`config.mk`:
```
export PLATFORM = sky130hd
export DESIGN_NAME = tlul_fifo_buf
export DESIGN_NICKNAME = d
export VERILOG_FILES = /design/src/rtl/tlul_pkg.sv /design/src/rtl/fifo_sync.sv /design/src/rtl/tlul_fifo_buf.sv
export SDC_FILE = /design/constraint.sdc
export NUM_CORES = 1
export LEC_CHECK = 0
export BUFFER_PORTS_ARGS = -buffer_cell sky130_fd_sc_hd__buf_2
export CAP_MARGIN = 10
export CORE_AREA = 4 4 182 228
export DETAILED_ROUTE_END_ITERATION = 16
export DIE_AREA = 0 0 186 232
export MAX_ROUTING_LAYER = met4
export PLACE_DENSITY_LB_ADDON = 0.15
export SLEW_MARGIN = 5
export SYNTH_ARGS = -nofsm -noshare
export SYNTH_HDL_FRONTEND = slang
export SYNTH_HIERARCHICAL = 1
export SYNTH_SLANG_ARGS = --single-unit
```
`constraint.sdc`:
```
create_clock -name clk_i -period 11.35 [get_ports clk_i]
set_clock_uncertainty 0.15 [all_clocks]
set_input_delay 1.135 -clock clk_i [delete_from_list [all_inputs] [get_ports clk_i]]
set_output_delay 1.135 -clock clk_i [all_outputs]
set_load 0.1 [all_outputs]
```
`src/rtl/tlul_pkg.sv`:
```
// TL-UL bus types shared by the crossbar, sockets and adapters.
// Provides the field widths, opcode enums and the host-to-device /
// device-to-host channel bundles tl_h2d_t and tl_d2h_t.
package tlul_pkg;

  localparam int TL_AW  = 32;          // address width
  localparam int TL_DW  = 32;          // data width
  localparam int TL_AIW = 8;           // A-channel source id width
  localparam int TL_DIW = 1;           // D-channel sink id width
  localparam int TL_SZW = 2;           // log2 size field width
  localparam int TL_DBW = TL_DW / 8;   // byte-mask width
  localparam int TL_AUW = 16;          // A-channel user width
  localparam int TL_DUW = 16;          // D-channel user width

  typedef enum logic [2:0] {
    PutFullData    = 3'h0,
    PutPartialData = 3'h1,
    Get            = 3'h4
  } tl_a_op_e;

  typedef enum logic [2:0] {
    AccessAck     = 3'h0,
    AccessAckData = 3'h1
  } tl_d_op_e;

  typedef struct packed {
    logic                  a_valid;
    tl_a_op_e              a_opcode;
    logic [2:0]            a_param;
    logic [TL_SZW-1:0]     a_size;
    logic [TL_AIW-1:0]     a_source;
    logic [TL_AW-1:0]      a_address;
    logic [TL_DBW-1:0]     a_mask;
    logic [TL_DW-1:0]      a_data;
    logic [TL_AUW-1:0]     a_user;
    logic                  d_ready;
  } tl_h2d_t;

  typedef struct packed {
    logic                  d_valid;
    tl_d_op_e              d_opcode;
    logic [2:0]            d_param;
    logic [TL_SZW-1:0]     d_size;
    logic [TL_AIW-1:0]     d_source;
    logic [TL_DIW-1:0]     d_sink;
    logic [TL_DW-1:0]      d_data;
    logic [TL_DUW-1:0]     d_user;
    logic                  d_error;
    logic                  a_ready;
  } tl_d2h_t;

endpackage

```
`src/rtl/fifo_sync.sv`:
```
// Generic synchronous FIFO with a registered occupancy count.
// wready/rvalid depend only on the count register, so there is no
// combinational path from the write side to the read side or back.
// No bypass: a pushed entry becomes visible on the next cycle.
// Ports:
//   clk_i, rst_i        clock, async active-high reset (clears storage too)
//   wvalid/wready/wdata write handshake and payload
//   rvalid/rready/rdata read handshake and head-of-queue payload
//   cnt                 current occupancy, 0..Depth
module fifo_sync #(
  parameter int Width = 8,
  parameter int Depth = 2
) (
  input  logic                       clk_i,
  input  logic                       rst_i,
  input  logic                       wvalid,
  output logic                       wready,
  input  logic [Width-1:0]           wdata,
  output logic                       rvalid,
  input  logic                       rready,
  output logic [Width-1:0]           rdata,
  output logic [$clog2(Depth+1)-1:0] cnt
);

  // Depth=1 still needs a 1-bit pointer so the index has a width.
  localparam int PtrW = (Depth > 1) ? $clog2(Depth) : 1;
  localparam int CntW = $clog2(Depth + 1);

  logic [Depth-1:0][Width-1:0] mem;
  logic [PtrW-1:0]             wr_ptr, rd_ptr;
  logic [CntW-1:0]             cnt_q;
  logic                        full, empty, push, pop;

  // Pointers wrap at Depth-1, so non-power-of-two depths work.
  function automatic logic [PtrW-1:0] ptr_inc(input logic [PtrW-1:0] p);
    return (p == PtrW'(Depth - 1)) ? '0 : p + 1'b1;
  endfunction

  assign full   = (cnt_q == CntW'(Depth));
  assign empty  = (cnt_q == '0);
  assign wready = ~full;
  assign rvalid = ~empty;
  assign push   = wvalid & wready;
  assign pop    = rvalid & rready;
  assign rdata  = mem[rd_ptr];
  assign cnt    = cnt_q;

  always_ff @(posedge clk_i or posedge rst_i) begin
    if (rst_i) begin
      mem    <= '0;
      wr_ptr <= '0;
      rd_ptr <= '0;
      cnt_q  <= '0;
    end else begin
      if (push) begin
        mem[wr_ptr] <= wdata;
        wr_ptr      <= ptr_inc(wr_ptr);
      end
      if (pop) rd_ptr <= ptr_inc(rd_ptr);
      case ({push, pop})
        2'b10:   cnt_q <= cnt_q + 1'b1;
        2'b01:   cnt_q <= cnt_q - 1'b1;
        default: cnt_q <= cnt_q;
      endcase
    end
  end

endmodule

```
`src/rtl/tlul_fifo_buf.sv`:
```
// Registered TL-UL buffer stage: one FIFO per channel decouples the
// host-side and device-side ports. Payloads pass through untouched and
// in order; all valid/ready outputs come from FIFO count registers.
// Ports:
//   clk_i, rst_i  clock, async active-high reset
//   tl_h_i/tl_h_o host-side request in / response + a_ready out
//   tl_d_o/tl_d_i device-side request + d_ready out / response in
//   req_cnt_o     A-channel FIFO occupancy
//   rsp_cnt_o     D-channel FIFO occupancy
module tlul_fifo_buf
  import tlul_pkg::*;
#(
  parameter int ReqDepth = 2,
  parameter int RspDepth = 2
) (
  input  logic                          clk_i,
  input  logic                          rst_i,
  input  tl_h2d_t                       tl_h_i,
  output tl_d2h_t                       tl_h_o,
  output tl_h2d_t                       tl_d_o,
  input  tl_d2h_t                       tl_d_i,
  output logic [$clog2(ReqDepth+1)-1:0] req_cnt_o,
  output logic [$clog2(RspDepth+1)-1:0] rsp_cnt_o
);

  // Stored payloads: everything except the handshake bits.
  typedef struct packed {
    tl_a_op_e          a_opcode;
    logic [2:0]        a_param;
    logic [TL_SZW-1:0] a_size;
    logic [TL_AIW-1:0] a_source;
    logic [TL_AW-1:0]  a_address;
    logic [TL_DBW-1:0] a_mask;
    logic [TL_DW-1:0]  a_data;
    logic [TL_AUW-1:0] a_user;
  } req_t;

  typedef struct packed {
    tl_d_op_e          d_opcode;
    logic [2:0]        d_param;
    logic [TL_SZW-1:0] d_size;
    logic [TL_AIW-1:0] d_source;
    logic [TL_DIW-1:0] d_sink;
    logic [TL_DW-1:0]  d_data;
    logic [TL_DUW-1:0] d_user;
    logic              d_error;
  } rsp_t;

  req_t req_wdata, req_rdata;
  rsp_t rsp_wdata, rsp_rdata;
  logic req_wready, req_rvalid, rsp_wready, rsp_rvalid;

  assign req_wdata = '{
    a_opcode:  tl_h_i.a_opcode,
    a_param:   tl_h_i.a_param,
    a_size:    tl_h_i.a_size,
    a_source:  tl_h_i.a_source,
    a_address: tl_h_i.a_address,
    a_mask:    tl_h_i.a_mask,
    a_data:    tl_h_i.a_data,
    a_user:    tl_h_i.a_user
  };

  assign rsp_wdata = '{
    d_opcode: tl_d_i.d_opcode,
    d_param:  tl_d_i.d_param,
    d_size:   tl_d_i.d_size,
    d_source: tl_d_i.d_source,
    d_sink:   tl_d_i.d_sink,
    d_data:   tl_d_i.d_data,
    d_user:   tl_d_i.d_user,
    d_error:  tl_d_i.d_error
  };

  fifo_sync #(
    .Width ($bits(req_t)),
    .Depth (ReqDepth)
  ) u_req_fifo (
    .clk_i  (clk_i),
    .rst_i  (rst_i),
    .wvalid (tl_h_i.a_valid),
    .wready (req_wready),
    .wdata  (req_wdata),
    .rvalid (req_rvalid),
    .rready (tl_d_i.a_ready),
    .rdata  (req_rdata),
    .cnt    (req_cnt_o)
  );

  fifo_sync #(
    .Width ($bits(rsp_t)),
    .Depth (RspDepth)
  ) u_rsp_fifo (
    .clk_i  (clk_i),
    .rst_i  (rst_i),
    .wvalid (tl_d_i.d_valid),
    .wready (rsp_wready),
    .wdata  (rsp_wdata),
    .rvalid (rsp_rvalid),
    .rready (tl_h_i.d_ready),
    .rdata  (rsp_rdata),
    .cnt    (rsp_cnt_o)
  );

  always_comb begin
    tl_d_o           = '0;
    tl_d_o.a_valid   = req_rvalid;
    tl_d_o.a_opcode  = req_rdata.a_opcode;
    tl_d_o.a_param   = req_rdata.a_param;
    tl_d_o.a_size    = req_rdata.a_size;
    tl_d_o.a_source  = req_rdata.a_source;
    tl_d_o.a_address = req_rdata.a_address;
    tl_d_o.a_mask    = req_rdata.a_mask;
    tl_d_o.a_data    = req_rdata.a_data;
    tl_d_o.a_user    = req_rdata.a_user;
    tl_d_o.d_ready   = rsp_wready;
  end

  always_comb begin
    tl_h_o          = '0;
    tl_h_o.d_valid  = rsp_rvalid;
    tl_h_o.d_opcode = rsp_rdata.d_opcode;
    tl_h_o.d_param  = rsp_rdata.d_param;
    tl_h_o.d_size   = rsp_rdata.d_size;
    tl_h_o.d_source = rsp_rdata.d_source;
    tl_h_o.d_sink   = rsp_rdata.d_sink;
    tl_h_o.d_data   = rsp_rdata.d_data;
    tl_h_o.d_user   = rsp_rdata.d_user;
    tl_h_o.d_error  = rsp_rdata.d_error;
    tl_h_o.a_ready  = req_wready;
  end

endmodule

```
* Yosys cells after proc, flatten, opt, wreduce, memory -nomap -nowiden
Index checks and enable logic that the tools add are counted.
** Word-level totals
- Input port bits :: 172
- Register bits :: 340
** Cells by class
- Eq/ne operators :: 6
- Multiplexer cells :: 16
- Add/subtract/negate cells :: 8
- Bitwise logic cells :: 8
- $lt $le $gt $ge :: 6
- Reduce and logical (&&, ||, !) cells :: 6
** Operators with widths (number)
- $mux 100 :: 3
- $bwmux 200 :: 1
- $mux 66 :: 3
- $bwmux 132 :: 1
- $demux 100 s1 :: 1
- $demux 66 s1 :: 1
- $eq 2x2->1 const B :: 4
- $lt 1x2->1 const B :: 4
- $pmux 2 s2 :: 2
- $add 1x1->1 const B :: 4
- $add 2x1->2 const B :: 2
- $and 1x1->1 :: 4
- $eq 2x1->1 const B :: 2
- $logic_not 2->1 :: 2
- $mux 1 :: 4
- $not 1->1 :: 4
- $reduce_bool 2->1 :: 2
- $sub 2x1->2 const B :: 2
- $ge 1x1->1 const B :: 2
- $logic_and 1x1->1 :: 2

* Longest topological paths before layout
Gate-level depths: netlist of the first run.
- Depth after elaboration :: 5
- Mapped depth :: 6
- Mapped depth without buffers :: 6

* By module
Netlist of the first run, hierarchy kept.
** By module, submodules not included
- fifo_sync (u_req_fifo) :: cells an instance 551, times used 1, area an instance 9392.8 um2
- fifo_sync (u_rsp_fifo) :: cells an instance 369, times used 1, area an instance 6103.4 um2
- tlul_fifo_buf :: cells an instance 4, times used 1, area an instance 30.0 um2

* Worst setup path after synthesis of the first run
No wires, ideal clock.
- Path type :: reg2out
- Start :: register u_rsp_fifo.cnt_q[0], in the netlist u_rsp_fifo/cnt[0]
- End :: output tl_d_o[0] (netlist name)
- Required time :: 10.065 ns
- Path slack :: 8.487 ns
- Stages on the path, launching flop included :: 3
- Arrival :: 1.578 ns
- Path buffers :: 1
- Cell sequence :: dfrtp_1 > nand2b_4 > buf_4
** Between the ends
- Cells in the longest elaborated chain, start to end :: 2
** RTL lines
- from (decl) :: RTL line fifo_sync.sv:31 : logic [CntW-1:0] cnt_q;
- from (signal assigned) :: RTL line fifo_sync.sv:61 : 2'b10: cnt_q <= cnt_q + 1'b1;
- from (signal assigned) :: RTL line fifo_sync.sv:62 : 2'b01: cnt_q <= cnt_q - 1'b1;
- from (signal assigned) :: RTL line fifo_sync.sv:63 : default: cnt_q <= cnt_q;
- $eq 2x2->1 :: RTL line fifo_sync.sv:39 : assign full = (cnt_q == CntW'(Depth));
- $not 1->1 :: RTL line fifo_sync.sv:41 : assign wready = ~full;
- to (decl) :: RTL line tlul_fifo_buf.sv:20 : output tl_h2d_t tl_d_o,
No other way between the ends.

==> results of run 1 <==
[sequential cells by signal (all words and copies together) (netlist names)]
signal	flops
u_req_fifo/rd_ptr	1
u_req_fifo/wr_ptr	1
u_rsp_fifo/cnt	2
u_rsp_fifo/wr_ptr	1
u_req_fifo/cnt	2
u_req_fifo/mem	200
u_rsp_fifo/mem	132
u_rsp_fifo/rd_ptr	1
[path summary, 6_finish.rpt]
| check | startpoint | end | slack [ps] | cells past startpoint |
|---|---|---|---|---|
| hold reg to reg | u_req_fifo/wr_ptr | u_req_fifo/wr_ptr | 350 | 1 |
| setup reg to reg | u_req_fifo/cnt[0] | u_req_fifo/mem[143] | 8700 | 4 |
| hold / removal | u_req_fifo/wr_ptr | u_req_fifo/wr_ptr | 350 | 1 |
| setup / recovery | u_req_fifo/rd_ptr | tl_d_o[16] | 7260 | 3 |
| max in group asynchronous | rst_i | u_req_fifo/rd_ptr | 8680 | 3 |
| min in group asynchronous | rst_i | u_rsp_fifo/mem[57] | 640 | 2 |
[Yosys cell counts]
cell	n	share of area, %
sky130_fd_sc_hd__and2_1	2	0.081
sky130_fd_sc_hd__and3_4	2	0.15
sky130_fd_sc_hd__buf_1	2	0.048
sky130_fd_sc_hd__buf_12	15	1.9
sky130_fd_sc_hd__buf_2	15	0.48
sky130_fd_sc_hd__buf_4	6	0.29
sky130_fd_sc_hd__buf_6	7	0.51
sky130_fd_sc_hd__clkbuf_1	3	0.073
sky130_fd_sc_hd__clkbuf_8	10	0.89
sky130_fd_sc_hd__dfrtp_1	340	55
sky130_fd_sc_hd__ha_1	2	0.16
sky130_fd_sc_hd__inv_1	2	0.048
sky130_fd_sc_hd__mux2_2	358	26
sky130_fd_sc_hd__mux2_4	140	14
sky130_fd_sc_hd__nand2_1	2	0.048
sky130_fd_sc_hd__nand2b_4	2	0.18
sky130_fd_sc_hd__nand3b_1	1	0.048
sky130_fd_sc_hd__nand3b_2	1	0.073
sky130_fd_sc_hd__nor2_1	2	0.048
sky130_fd_sc_hd__or2_2	2	0.081
sky130_fd_sc_hd__xnor2_1	6	0.34
sky130_fd_sc_hd__xor2_1	4	0.23
[routing by layer]
layer	vias to the layer above	GRT usage, %	share of wire (%)
li1	3994	-	-
met1	4372	20.7	44
met3	51	5.50	8.0
met2	258	25.0	46
met4	0	4.21	1.9
met5	-	-	0
[logic make-up after synthesis]
kind of cell             synth area share [%]
multiplexers                             39.5
adder cells (fa/ha/maj)                 0.161
flip-flops                               54.8
buffers and inverters                    4.27
AND/OR/NAND/NOR                         0.701
XOR/XNOR                                0.564
[metrics by stage]
stage | hold WS [ps] | setup WS (ps) | area (sq um) | utilization, %
floorplan | 309 | 4500 | 15500 | -
CTS | 346 | 7170 | 18500 | 47.4
global route | 360 | 7080 | 18600 | 47.5
global placement | 332 | 7790 | 17300 | 44.3
detailed placement | 332 | 7750 | 17300 | 44.3
finish | 346 | 7260 | 18600 | 47.5
[cell type report]
class | count | area (sq um) | share of cell area, %
Multi-Input combinational cell | 524 | 6360 | 34.3
Inverter | 2 | 20.0 | 0.108
Clock buffer | 65 | 1210 | 6.49
Antenna cell | 15 | 37.5 | 0.202
Clock inverter | 4 | 20.0 | 0.108
Timing Repair Buffer | 354 | 1790 | 9.66
Tap cell | 498 | 623 | 3.35
Sequential cell | 340 | 8510 | 45.8
[worst max-delay path: cells and delay by family, from the launching register on]
kind	cells	cell delay, ps
multiplexers	1	410
flip-flops	1	860
buffers and inverters	2	940
==> load_flow_metrics.sql, run 1 <==
INSERT INTO impl_metrics (metric_group, metric, value, unit) VALUES
('outcome', 'outcome', 'finished, final reports clean', ''),
('placed_design', 'port_buffers', '345', ''),
('routing', 'drtPass1Iterations', '4', ''),
('synth', 'syn_area_per_cell', '16.8', 'sq um'),
('layout', 'nNetsFinal', '1436', ''),
('critical_path', 'worst_ep_required_time', '10070', 'ps'),
('routing', 'route.detailed.wl_per_inst', '19.4', 'um'),
('sta', 'setup_viol_count_final', '0', ''),
('die', 'coreArea', '39100', 'sq um'),
('grt', 'gr-usage-all-layers', '16.2', '%'),
('layout', 'most_used_cells_in_the_layout_excluding_fill_and_tap_cells', 'sky130_fd_sc_hd__mux2_2, sky130_fd_sc_hd__buf_2, sky130_fd_sc_hd__dfrtp_1', ''),
('critical_path', 'critical-path-max-stage-delay', '860', 'ps'),
('sta', 'achievable-frequency', '244', 'MHz'),
('synth', 'synth.net_count', '1098', ''),
('sta', 'hold_viol_final', '0', ''),
('cts', 'cts-hold-fix-buffers', '0', ''),
('routing', 'drcViolationCount', '0', ''),
('routing', 'detail_route.vias_per_cell', '4.81', ''),
('worst_hold_path', 'hold_path_class', 'reg2reg', ''),
('cts', 'tritoncts_clock_tree', 'done', ''),
('grt', 'grt_start_max_net_pins', '134', ''),
('placed_design', 'post-place-cells', '1718', ''),
('grt', 'grt_overflow_total', '0', ''),
('critical_path', 'crit_fanout', '55', ''),
('synth', 'ys_ff_latch', '340', ''),
('die', 'design.die.area', '43200', 'sq um'),
('critical_path', 'cell_with_the_biggest_individual_delay_on_the_critical_path', 'sky130_fd_sc_hd__dfrtp_4', ''),
('cts', 'cts.repair_timing.setup_buffer_count', '0', ''),
('layout', 'share_of_post_route_cells_with_drive_strength_above_1', '71.1', '%'),
('cts', 'htree_levels', '2', ''),
('synth', 'ys_types', '22', ''),
('grt', 'first_global_vias', '9781', ''),
('routing', 'num_vias', '8675', ''),
('grt', 'antenna_violations_before_repair', '15', ''),
('layout', 'finalNonFillerCells', '1802', ''),
('sta', 'grt_setup_unrepaired', 'false', ''),
('layout', 'most_common_library_cell_in_the_layout_ignoring_fill_and_taps', 'sky130_fd_sc_hd__mux2_2', ''),
('cts', 'clock_insertion_delay_worst_skew', '520', 'ps'),
('critical_path', 'path_cells', 'buf_4 -> mux2_2 -> buf_2', ''),
('cts', 'cts_num_sinks', '340', ''),
('die', 'dieWidth', '186', 'um'),
('layout', 'area_growth', '19.7', '%'),
('synth', 'synth.yosys.seq_area_share', '54.8', '%'),
('die', 'die_height', '232', 'um'),
('sta', 'timing.final.max_slew_violations', '0', ''),
('critical_path', 'crit_path_end_kind', 'primary output', ''),
('sta', 'post-route-period-util', '36.1', '%'),
('grt', 'grt_pass1_wl', '54.3', 'mm'),
('sta', 'setup_total_negative_slack', '0', 'ps'),
('sta', 'worst_pin_slew', '1050', 'ps'),
('cts', 'post_cts_resized', '0', ''),
('routing', 'detail_route.wirelength', '34.9', 'mm'),
('layout', 'fillcell_total', '3544', ''),
('cts', 'clk_pin_slew_worst_paths', '60', 'ps'),
('placed_design', 'gp_routability_congestion', '0.757', ''),
('synth', 'post_synth_inst_count', '924', ''),
('sta', 'period_needed', '4090', 'ps'),
('synth', 'syn_area', '15500', 'sq um'),
('sta', 'maxSlewHeadroom', '29.9', '%'),
('critical_path', 'timing.critical_path.from_type', 'flop', ''),
('placed_design', 'hpwlAfterDp', '23.2', 'mm'),
('critical_path', 'worst-endpoint-arrival', '2810', 'ps'),
('die', 'num_ports', '346', ''),
('cts', 'cts-root-buf', 'sky130_fd_sc_hd__clkbuf_16', ''),
('critical_path', 'worstSetupPathType', 'reg2out', ''),
('die', 'initial_core_util', '39.7', '%'),
('job', 'cap_violations', '0', ''),
('cts', 'buffer_depth_of_the_longest_clock_path', '3', ''),
('cts', 'number_of_buffers_added_by_the_clock_tree_synthesis_step', '40', ''),
('routing', 'detail_route.iter0.violations', '229', ''),
('synth', 'yosys_warnings', '6', ''),
('die', 'num_rows', '81', ''),
('routing', 'remaining_number_of_nets_flagged_by_the_antenna_check_after_routing', '0', '');
Power of run 1 is left out: the tool's default activity adds up to more than one toggle a clock period on the data nets, which glitch-free logic cannot reach.
==> run 2: changes to the inputs <==
Settings changed: ABC_AREA set to 1, CORE_AREA 4 4 182 228 to 4 4 186 233, DIE_AREA 0 0 186 232 to 0 0 190 237.
Clock period 11.35 ns to 3.5 ns, I/O delays scaled along.
==> run 2 against run 1 <==
Net effect: count of clock-buffer cells in the layout decreased by 9; final area is 13% higher; die area up 4.4%; via count is 82% higher; non-clock buffer count increased by 190; core utilization up 3.8 points; sequential cell count stayed put; sequential share of layout area down 5.3 points; critical endpoint is now tl_d_o[66]; hold slack lost 270 ps; synthesized area rose by 4.9%; highest routed layer unchanged; critical path type unchanged; routed wire length rose by 49%.
==> load_flow_metrics.sql, run 2 <==
INSERT INTO impl_metrics (metric_group, metric, value, unit) VALUES
('job', 'cap_violations', '0', ''),
('synth', 'synth.most_common_cell', 'sky130_fd_sc_hd__nand2_1', ''),
('synth', 'ys_types', '16', ''),
('synth', 'yosys_warnings', '6', ''),
('routing', 'drtPass1Iterations', '5', ''),
('cts', 'htree_levels', '2', ''),
('critical_path', 'worstSetupPathType', 'reg2out', ''),
('routing', 'remaining_number_of_nets_flagged_by_the_antenna_check_after_routing', '0', ''),
('critical_path', 'worst-endpoint-arrival', '2450', 'ps'),
('layout', 'most_used_cells_in_the_layout_excluding_fill_and_tap_cells', 'sky130_fd_sc_hd__nand2_1, sky130_fd_sc_hd__buf_2, sky130_fd_sc_hd__dfrtp_1', ''),
('critical_path', 'crit_path_end_kind', 'primary output', ''),
('cts', 'cts.repair_timing.setup_buffer_count', '0', ''),
('layout', 'reg_top3', 'u_req_fifo/mem (200), u_rsp_fifo/mem (132)', ''),
('cts', 'clk_pin_slew_worst_paths', '60', 'ps'),
('synth', 'synth.yosys.seq_area_share', '52.2', '%'),
('grt', 'antenna_violations_before_repair', '0', ''),
('die', 'design.die.area', '45000', 'sq um'),
('die', 'initial_core_util', '39.7', '%'),
('synth', 'syn_area_per_cell', '7.85', 'sq um'),
('sta', 'setup_viol_count_final', '0', ''),
('layout', 'area_growth', '29.1', '%'),
('layout', 'nNetsFinal', '2646', ''),
('cts', 'tritoncts_clock_tree', 'done', ''),
('sta', 'worst_pin_slew', '1140', 'ps'),
('sta', 'hold_viol_final', '0', ''),
('cts', 'post_cts_resized', '0', ''),
('cts', 'cts_num_sinks', '340', ''),
('cts', 'clock_insertion_delay_worst_skew', '530', 'ps'),
('critical_path', 'cell_with_the_biggest_individual_delay_on_the_critical_path', 'sky130_fd_sc_hd__dfrtp_4', ''),
('synth', 'synth_top_cells_by_count', 'sky130_fd_sc_hd__nand2_1, sky130_fd_sc_hd__dfrtp_1, sky130_fd_sc_hd__nand4_1', ''),
('sta', 'period_needed', '2950', 'ps'),
('synth', 'synthTopCellsByArea', 'sky130_fd_sc_hd__dfrtp_1, sky130_fd_sc_hd__nand2_1, sky130_fd_sc_hd__nand4_1', ''),
('routing', 'detail_route.wirelength', '52.1', 'mm'),
('grt', 'grt_overflow_total', '0', ''),
('synth', 'synth.top_cell.area_share', '52.2', '%'),
('critical_path', 'critical-path-top-cell-by-count', 'sky130_fd_sc_hd__nand2_1', ''),
('routing', 'num_vias', '15800', ''),
('critical_path', 'path_cells', 'clkinv_2 -> buf_4 -> nand2_1 -> nand2_1 -> buf_2', ''),
('routing', 'detail_route.vias_per_cell', '5.18', ''),
('die', 'dieWidth', '190', 'um'),
('synth', 'async_reset_ff_share', '100', '%'),
('synth', 'dominantRegCellSynth', 'sky130_fd_sc_hd__dfrtp_1', ''),
('synth', 'syn_area', '16300', 'sq um'),
('synth', 'post_synth_inst_count', '2076', ''),
('sta', 'timing.final.max_slew_violations', '0', ''),
('cts', 'cts-root-buf', 'sky130_fd_sc_hd__clkbuf_16', ''),
('routing', 'detail_route.iter0.violations', '1324', ''),
('critical_path', 'crit_fanout', '31', ''),
('sta', 'grt_setup_unrepaired', 'false', ''),
('placed_design', 'gp_routability_congestion', '0.845', ''),
('layout', 'largest_reg_flops', '200', ''),
('die', 'num_rows', '83', ''),
('sta', 'setup_total_negative_slack', '0', 'ps'),
('grt', 'gr-usage-all-layers', '23.2', '%'),
('placed_design', 'hpwlAfterDp', '29.6', 'mm'),
('sta', 'post-route-period-util', '84.3', '%'),
('synth', 'number_of_flops_mapped_to_enable_cells_by_yosys', '0', ''),
('routing', 'route.detailed.wl_per_inst', '17.1', 'um'),
('layout', 'largest-register', 'u_req_fifo/mem', ''),
('critical_path', 'worst_ep_required_time', '3000', 'ps'),
('critical_path', 'timing.critical_path.buf_inv', '3', ''),
('placed_design', 'port_buffers', '345', ''),
('layout', 'n_diodes', '0', ''),
('grt', 'grt_pass1_wl', '84.0', 'mm'),
('die', 'coreArea', '41000', 'sq um'),
('sta', 'maxSlewHeadroom', '24.1', '%'),
('critical_path', 'critical-path-max-stage-delay', '490', 'ps'),
('sta', 'achievable-frequency', '339', 'MHz'),
('layout', 'share_of_post_route_cells_with_drive_strength_above_1', '18.0', '%'),
('grt', 'first_global_vias', '15700', ''),
('synth', 'synth.net_count', '2250', ''),
('synth', 'largest_area_contributor_in_the_synthesized_netlist', 'sky130_fd_sc_hd__dfrtp_1', ''),
('die', 'num_ports', '346', ''),
('critical_path', 'timing.critical_path.max_delay_family', 'buffers and inverters', ''),
('cts', 'number_of_buffers_added_by_the_clock_tree_synthesis_step', '38', ''),
('outcome', 'outcome', 'finished, final reports clean', ''),
('cts', 'buffer_depth_of_the_longest_clock_path', '3', ''),
('critical_path', 'timing.critical_path.from_type', 'flop', ''),
('die', 'die_height', '237', 'um'),
('grt', 'grt_start_max_net_pins', '201', ''),
('cts', 'cts-hold-fix-buffers', '170', ''),
('worst_hold_path', 'hold_path_class', 'in2reg', ''),
('synth', 'ys_ff_latch', '340', ''),
('routing', 'drcViolationCount', '0', ''),
('layout', 'most_common_library_cell_in_the_layout_ignoring_fill_and_taps', 'sky130_fd_sc_hd__nand2_1', '');
-- run 2: cell families (layout without fill, tap and decap cells) --
group                    after synthesis  after routing  synth area share (%)
XOR/XNOR                               2              2                 0.108
buffers and inverters                204            627                  6.97
AND/OR/NAND/NOR                     1528           1528                  40.5
flip-flops                           340            340                  52.2
adder cells (fa/ha/maj)                2              2                 0.154
-- run 2: layout make-up --
cell class / instances / area, sq um
fillers: 3964 / 20000
clock inverters: 11 / 105
well taps: 552 / 691
flip-flops and latches: 340 / 8520
multi-input cells: 1532 / 6680
inverters: 16 / 68.8
clock buffers: 56 / 1150
repair buffers: 544 / 3820
-- run 2: metrics by stage --
step / hold WS [ps] / cells / util (%) / cell area [sq um] / setup slack [ps]
finish: 78.9 / 3051 / 51.3 / 21000 / 548
detailed placement: 308 / 2814 / 44.1 / 18100 / 1000
global route: 66.2 / 3051 / 51.3 / 21000 / 416
CTS: 43.2 / 3051 / 51.3 / 21000 / 502
global placement: 302 / 2814 / 44.1 / 18100 / 1050
floorplan: 292 / 2076 / - / 16300 / 356
-- run 2: worst reg2reg max path, cell delays in order (launching register included) --
cell	delay, ps
sky130_fd_sc_hd__dfrtp_1	410
sky130_fd_sc_hd__inv_2	90
sky130_fd_sc_hd__nand2_8	410
sky130_fd_sc_hd__buf_4	1010
sky130_fd_sc_hd__nand4_1	300
sky130_fd_sc_hd__nand2_1	130
-- run 2: final timing paths --
check                           slack [ps]  cells after the start          startpoint                  end
max in group asynchronous             1840                      5               rst_i  u_rsp_fifo/mem[106]
worst max register to register         930                      5   u_req_fifo/cnt[0]    u_req_fifo/mem[4]
worst max-delay path                   550                      5   u_req_fifo/rd_ptr           tl_d_o[66]
worst min register to register         320                      2  u_rsp_fifo/mem[14]   u_rsp_fifo/mem[14]
min in group asynchronous              320                      3               rst_i  u_rsp_fifo/mem[130]
worst min-delay path                    80                      3          tl_d_i[67]   u_rsp_fifo/mem[74]
-- run 2: layer usage --
metal / part of all wire [%] / track usage [%] / wire length [um] / vias up
met4: 3.2 / 7.92 / 1660 / 0
li1: - / - / - / 7568
met2: 48 / 37.1 / 24900 / 599
met5: 0 / - / 0 / -
met3: 7.3 / 4.32 / 3830 / 100
met1: 42 / 29.9 / 21700 / 7528
Power of run 2 is left out for the same reason.
